**src/rtl/regfile_pkg.sv**
```systemverilog
// Shared types and helpers for the multi-port register file.
package regfile_pkg;

    typedef enum logic {
        CLEAR = 1'b0,
        RUN   = 1'b1
    } state_t;

    localparam int ZERO_ADDR = 0;

    // Ceiling log2, with a floor of one bit so DEPTH = 2 still gets a usable address.
    function automatic int clog2(input int v);
        int r;
        r = 1;
        for (int i = 1; i < 31; i++) begin
            if ((1 << i) < v) r = i + 1;
        end
        return r;
    endfunction

endpackage

```
**src/rtl/regfile_clear_seq.sv**
```systemverilog
// Post-reset initialisation sequencer: walks every entry writing zero, then
// switches to RUN and raises ready.
module regfile_clear_seq
    import regfile_pkg::*;
#(
    parameter int DEPTH = 32,
    parameter int AW    = 5
) (
    input  logic          clk,
    input  logic          rst,
    output logic          clr_en,
    output logic [AW-1:0] clr_addr,
    output logic          run,
    output logic          ready
);

    state_t        state;
    logic [AW:0]   cnt;

    always_ff @(posedge clk) begin
        if (rst) begin
            state <= CLEAR;
            cnt   <= '0;
            ready <= 1'b0;
        end else begin
            case (state)
                CLEAR: begin
                    cnt <= cnt + (AW+1)'(1);
                    if (cnt == (AW+1)'(DEPTH - 1)) begin
                        state <= RUN;
                        ready <= 1'b1;
                    end
                end
                RUN: begin
                    state <= RUN;
                end
                default: begin
                    state <= CLEAR;
                end
            endcase
        end
    end

    assign clr_en   = (state == CLEAR) && !rst;
    assign clr_addr = cnt[AW-1:0];
    assign run      = (state == RUN);

endmodule

```
**src/rtl/regfile_mp.sv**
```systemverilog
// Parametrised multi-port register file with write priority, same-cycle
// bypass, optional hardwired zero entry and a self-clearing init sequence.
module regfile_mp
    import regfile_pkg::*;
#(
    parameter int WIDTH    = 32,
    parameter int DEPTH    = 32,
    parameter int NUM_RD   = 2,
    parameter int NUM_WR   = 1,
    parameter int ZERO_REG = 1,
    parameter int BYPASS   = 1,
    localparam int AW      = clog2(DEPTH)
) (
    input  logic                    clk,
    input  logic                    rst,
    output logic                    ready,
    input  logic [NUM_WR-1:0]       wr_en,
    input  logic [NUM_WR*AW-1:0]    wr_addr,
    input  logic [NUM_WR*WIDTH-1:0] wr_data,
    input  logic [NUM_RD*AW-1:0]    rd_addr,
    output logic [NUM_RD*WIDTH-1:0] rd_data
);

    logic [WIDTH-1:0] mem [DEPTH];

    logic             clr_en;
    logic [AW-1:0]    clr_addr;
    logic             run;

    logic [AW-1:0]    wa    [NUM_WR];
    logic [WIDTH-1:0] wd    [NUM_WR];
    logic [NUM_WR-1:0] wr_ok;

    function automatic logic addr_ok(input logic [AW-1:0] a);
        return (int'(a) < DEPTH) && !((ZERO_REG != 0) && (a == AW'(ZERO_ADDR)));
    endfunction

    regfile_clear_seq #(
        .DEPTH (DEPTH),
        .AW    (AW)
    ) u_clear_seq (
        .clk      (clk),
        .rst      (rst),
        .clr_en   (clr_en),
        .clr_addr (clr_addr),
        .run      (run),
        .ready    (ready)
    );

    always_comb begin
        for (int unsigned k = 0; k < NUM_WR; k++) begin
            wa[k]    = wr_addr[k*AW +: AW];
            wd[k]    = wr_data[k*WIDTH +: WIDTH];
            wr_ok[k] = wr_en[k] && run && !rst && addr_ok(wa[k]);
        end
    end

    // Ascending port order: the last non-blocking assignment wins, so the
    // highest-index enabled port takes priority on an address collision.
    always_ff @(posedge clk) begin
        if (clr_en) begin
            mem[clr_addr] <= '0;
        end else begin
            for (int unsigned k = 0; k < NUM_WR; k++) begin
                if (wr_ok[k]) mem[wa[k]] <= wd[k];
            end
        end
    end

    always_comb begin
        rd_data = '0;
        for (int unsigned r = 0; r < NUM_RD; r++) begin
            logic [AW-1:0]    ra;
            logic [WIDTH-1:0] val;
            ra  = rd_addr[r*AW +: AW];
            val = '0;
            if (run && addr_ok(ra)) begin
                val = mem[ra];
                if (BYPASS != 0) begin
                    for (int unsigned k = 0; k < NUM_WR; k++) begin
                        if (wr_ok[k] && (wa[k] == ra)) val = wd[k];
                    end
                end
            end
            rd_data[r*WIDTH +: WIDTH] = val;
        end
    end

endmodule

```
**config.mk**
```make
export PLATFORM = sky130hd
export DESIGN_NAME = regfile_mp
export DESIGN_NICKNAME = d
export VERILOG_FILES = /design/src/rtl/regfile_pkg.sv /design/src/rtl/regfile_clear_seq.sv /design/src/rtl/regfile_mp.sv
export SDC_FILE = /design/constraint.sdc
export NUM_CORES = 1
export LEC_CHECK = 0
export BUFFER_PORTS_ARGS = -buffer_cell sky130_fd_sc_hd__buf_2
export CORE_MARGIN = 2
export CORE_UTILIZATION = 52
export DETAILED_ROUTE_END_ITERATION = 10
export PLACE_DENSITY = 0.68
export SETUP_SLACK_MARGIN = 0.1
export SLEW_MARGIN = 20
export SYNTH_ARGS = -nofsm -noshare
export SYNTH_HDL_FRONTEND = slang
export SYNTH_SLANG_ARGS = --single-unit
```
**constraint.sdc**
```tcl
create_clock -name clk -period 4.75 [get_ports clk]
set_input_delay 0.2375 -clock clk [delete_from_list [all_inputs] [get_ports clk]]
set_output_delay 0.2375 -clock clk [all_outputs]
set_load 0.005 [all_outputs]
```
==> impl_metrics.tcl <==
set metrics [dict create \
    status "completed" \
    synth_nets 2706 \
    postCtsSetupBuffers 0 \
    area_growth_pct 12.6 \
    critPathMaxStageDelay_ns 0.86 \
    tritoncts "built" \
    synthesis.area_um2 48500 \
    hold_violations 0 \
    insertion_delay_ns 0.70 \
    netlist_top_cells_area "edfxtp_1 (63%), mux4_2 (18%), mux2i_1 (5.4%)" \
    leakage_uw 0.0197 \
    final_cells 4106 \
    ir_worst_vdd_v 0.000331 \
    drv_cap 0 \
    drtIter0Drc 3961 \
    syn_inst 2655 \
    critPathBufInv 2 \
    crit_cells 6 \
    grt_max_degree 98 \
    synth_top_cell_area_share_pct 63.4 \
    grt_first_pass_wirelength_um 207000 \
    dp_hpwl_um 88700 \
    synth_warnings 0 \
    drv_slew 0 \
    synth-seq-area-share_pct 63.7 \
    clockPowerShare_pct 42.7 \
    num_io_pins 115 \
    dp_cells 3906 \
    slowest_stage "a31oi_1" \
    start_util_pct 52.2 \
    path_class "register to register" \
    die-area_um2 95700 \
    grt_pass1_vias 29900 \
    start_kind "register" \
    final-setup-viol-count 0 \
    synth_edf_count 1024 \
    wl_per_cell_um 35.1 \
    dr_wl_met2_um 67100 \
    cts.clk_slew.worst_paths_ns 0.06 \
    cts_max_path_buffers 3 \
    drc 0 \
    period_share_pct 74.2 \
    switching_share_pct 22.0 \
    worstSetupStartpoint "u_clear_seq.run" \
    die_h_um 309 \
    postSynthAreaPerCell_um2 18.3 \
    power.internal_uw 15200 \
    grt_overflow 0 \
    postRouteAntennaNets 0 \
    antenna_found_initial 4 \
    finalInstanceArea_um2 54600 \
    power_frac_seq_pct 51.1 \
    layout_commonest_cell "edfxtp_1" \
    top_layer_used "met5" \
    layout-drive-gt1-share_pct 29.4 \
    p_sw_uw 4290 \
    crit_top_cell "buf_4" \
    grt_usage_pct 30.4 \
    numCtsBuffers 105 \
    cts.sinks 1032 \
    nets 2811 \
    power.density_nw_per_um2 357 \
    slew_headroom_pct 23.0 \
    synth-seq-cells 1032 \
    wl_met1_um 54500 \
    core_um2 92900 \
    worst_ep_required_time_ns 5.08 \
    rows 112 \
    vias 29500 \
    first_pass_iters 6 \
    yosysUniqueCellTypes 42 \
    cts_hold_buffers 1 \
    fmax_mhz 284 \
    gp_congestion 0.934 \
    multi_input_area_um2 17000 \
    r2r-start "u_clear_seq.run" \
    fin_setup_tns_ns 0 \
    cp-endpoint "mem[3][27]" \
    crit_chain "o2111a_2, buf_4, nor3b_1, a31oi_1, nor2_4, buf_4" \
    cts_max_level 3 \
    register_area_um2 30900 \
    cts-resized-gates 0 \
    power_frac_comb_pct 6.3 \
    finClkSkew_ns 0.0314 \
    rsz0062_at_grt "false" \
    routed_via_density 7.19 \
    place_area_um2 51100 \
    r2r_end "mem[3][27]" \
    portBuffers 114 \
    hold_class "primary input to register" \
    layout_common_cells "edfxtp_1 (1024), mux4_2 (384), mux2i_1 (260)" \
    met3_length_um 16800 \
    reg2reg_depth 6 \
    fillers 6693 \
    worst_slew_pin_slew_ns 1.15 \
    worstPathMaxFanout 37 \
    fin_crit_ns 3.52 \
    r2r_setup_slack_ns 1.23 \
    yosys.area.top_type "edfxtp_1" \
    end_kind "register" \
    path_delay_family "compound AO/OA/AOI/OAI gates" \
    cp.arrival_ns 3.85 \
    synthFlopType "edfxtp_1" \
    die_w_um 309 \
    cts-root-buf "clkbuf_16" \
    wl_um 144000 \
    synthArstFlopShare_pct 0 \
]
[layout make-up]
class                      instances  share of cell area [%]
clock inverter                    68                    1.22
sequential                      1032                    56.6
clock buffer                     130                    5.06
timing repair buffer             228                    3.10
inverter                           7                  0.0481
antenna                            1                 0.00458
tap                             1254                    2.87
multi-input combinational       1386                    31.1
[cell families after synthesis]
| logic type | synth area share [%] |
|---|---|
| muxes | 23.3 |
| and+or+nand+nor | 1.32 |
| AOI/OAI and AO/OA | 9.25 |
| DFF | 63.7 |
| xor gates and xnor gates | 0.271 |
| adders and majority gates | 0.0258 |
| buffers and inverters | 2.11 |
[routing by layer]
layer  vias up  GRT usage (%)
li1      11700              -
met5         -          0.556
met4         7           11.5
met2      1911           47.0
met1     15500           42.3
met3       362           7.42
[Yosys cell counts, types with 2 or more instances]
cell type and n:
edfxtp_1 1024, mux4_2 384, mux2i_1 260, a22oi_1 192, a221oi_1 128, clkbuf_1 126, a21oi_1 100, buf_2 81
a211o_1 64, o21bai_1 64, nor2_1 53, and2_1 34, a211oi_1 32, buf_1 17, nand2_1 16, xnor2_1 13
dfxtp_1 8, inv_1 7, nand3_1 5, nor2b_1 5, nor3_1 5, a31oi_1 4, nor3b_1 4, buf_4 3
buf_6 3, a41oi_1 2, mux2_2 2, nand2b_1 2, nor4_1 2, o31ai_1 2, xor2_1 2
[registers in the layout (all words and copies together) (netlist names)]
signal / count
u_clear_seq.cnt: 6
u_clear_seq.run: 1
u_clear_seq.ready: 1
mem: 1024
[per-stage QoR]
stage	power, uW	worst slack (ns)	hold WS (ns)	util [%]
floorplan	10900	1.18	0.460	-
global placement	11300	1.39	0.502	55.0
detailed placement	11300	1.32	0.533	55.0
CTS	19500	1.33	0.0405	58.7
global route	19900	1.21	0.0798	58.8
finish	19500	1.23	0.0917	58.8
[power groups by stage]
stage               sequential, uW  combinational [uW]  clock, uW
finish                        9940                1220       8310
global route                  9940                1270       8740
CTS                           9940                1200       8380
detailed placement           10100                1200          0
global placement             10100                1190          0
floorplan                    10100                 812          0
[worst min path at each step]
stage / startpoint / to / slack [ns] / cells after the start
finish: wr_data[20] / mem[30][20] / 0.09 / 2
global route: wr_data[20] / mem[29][20] / 0.08 / 2
CTS: wr_data[20] / mem[28][20] / 0.04 / 2
detailed placement: u_clear_seq.cnt[5] / u_clear_seq.cnt[5] / 0.53 / 2
global placement: u_clear_seq.cnt[5] / u_clear_seq.cnt[5] / 0.50 / 2
floorplan: u_clear_seq.ready / u_clear_seq.ready / 0.46 / 2
Note: power is estimated with default switching activity, not from simulation.
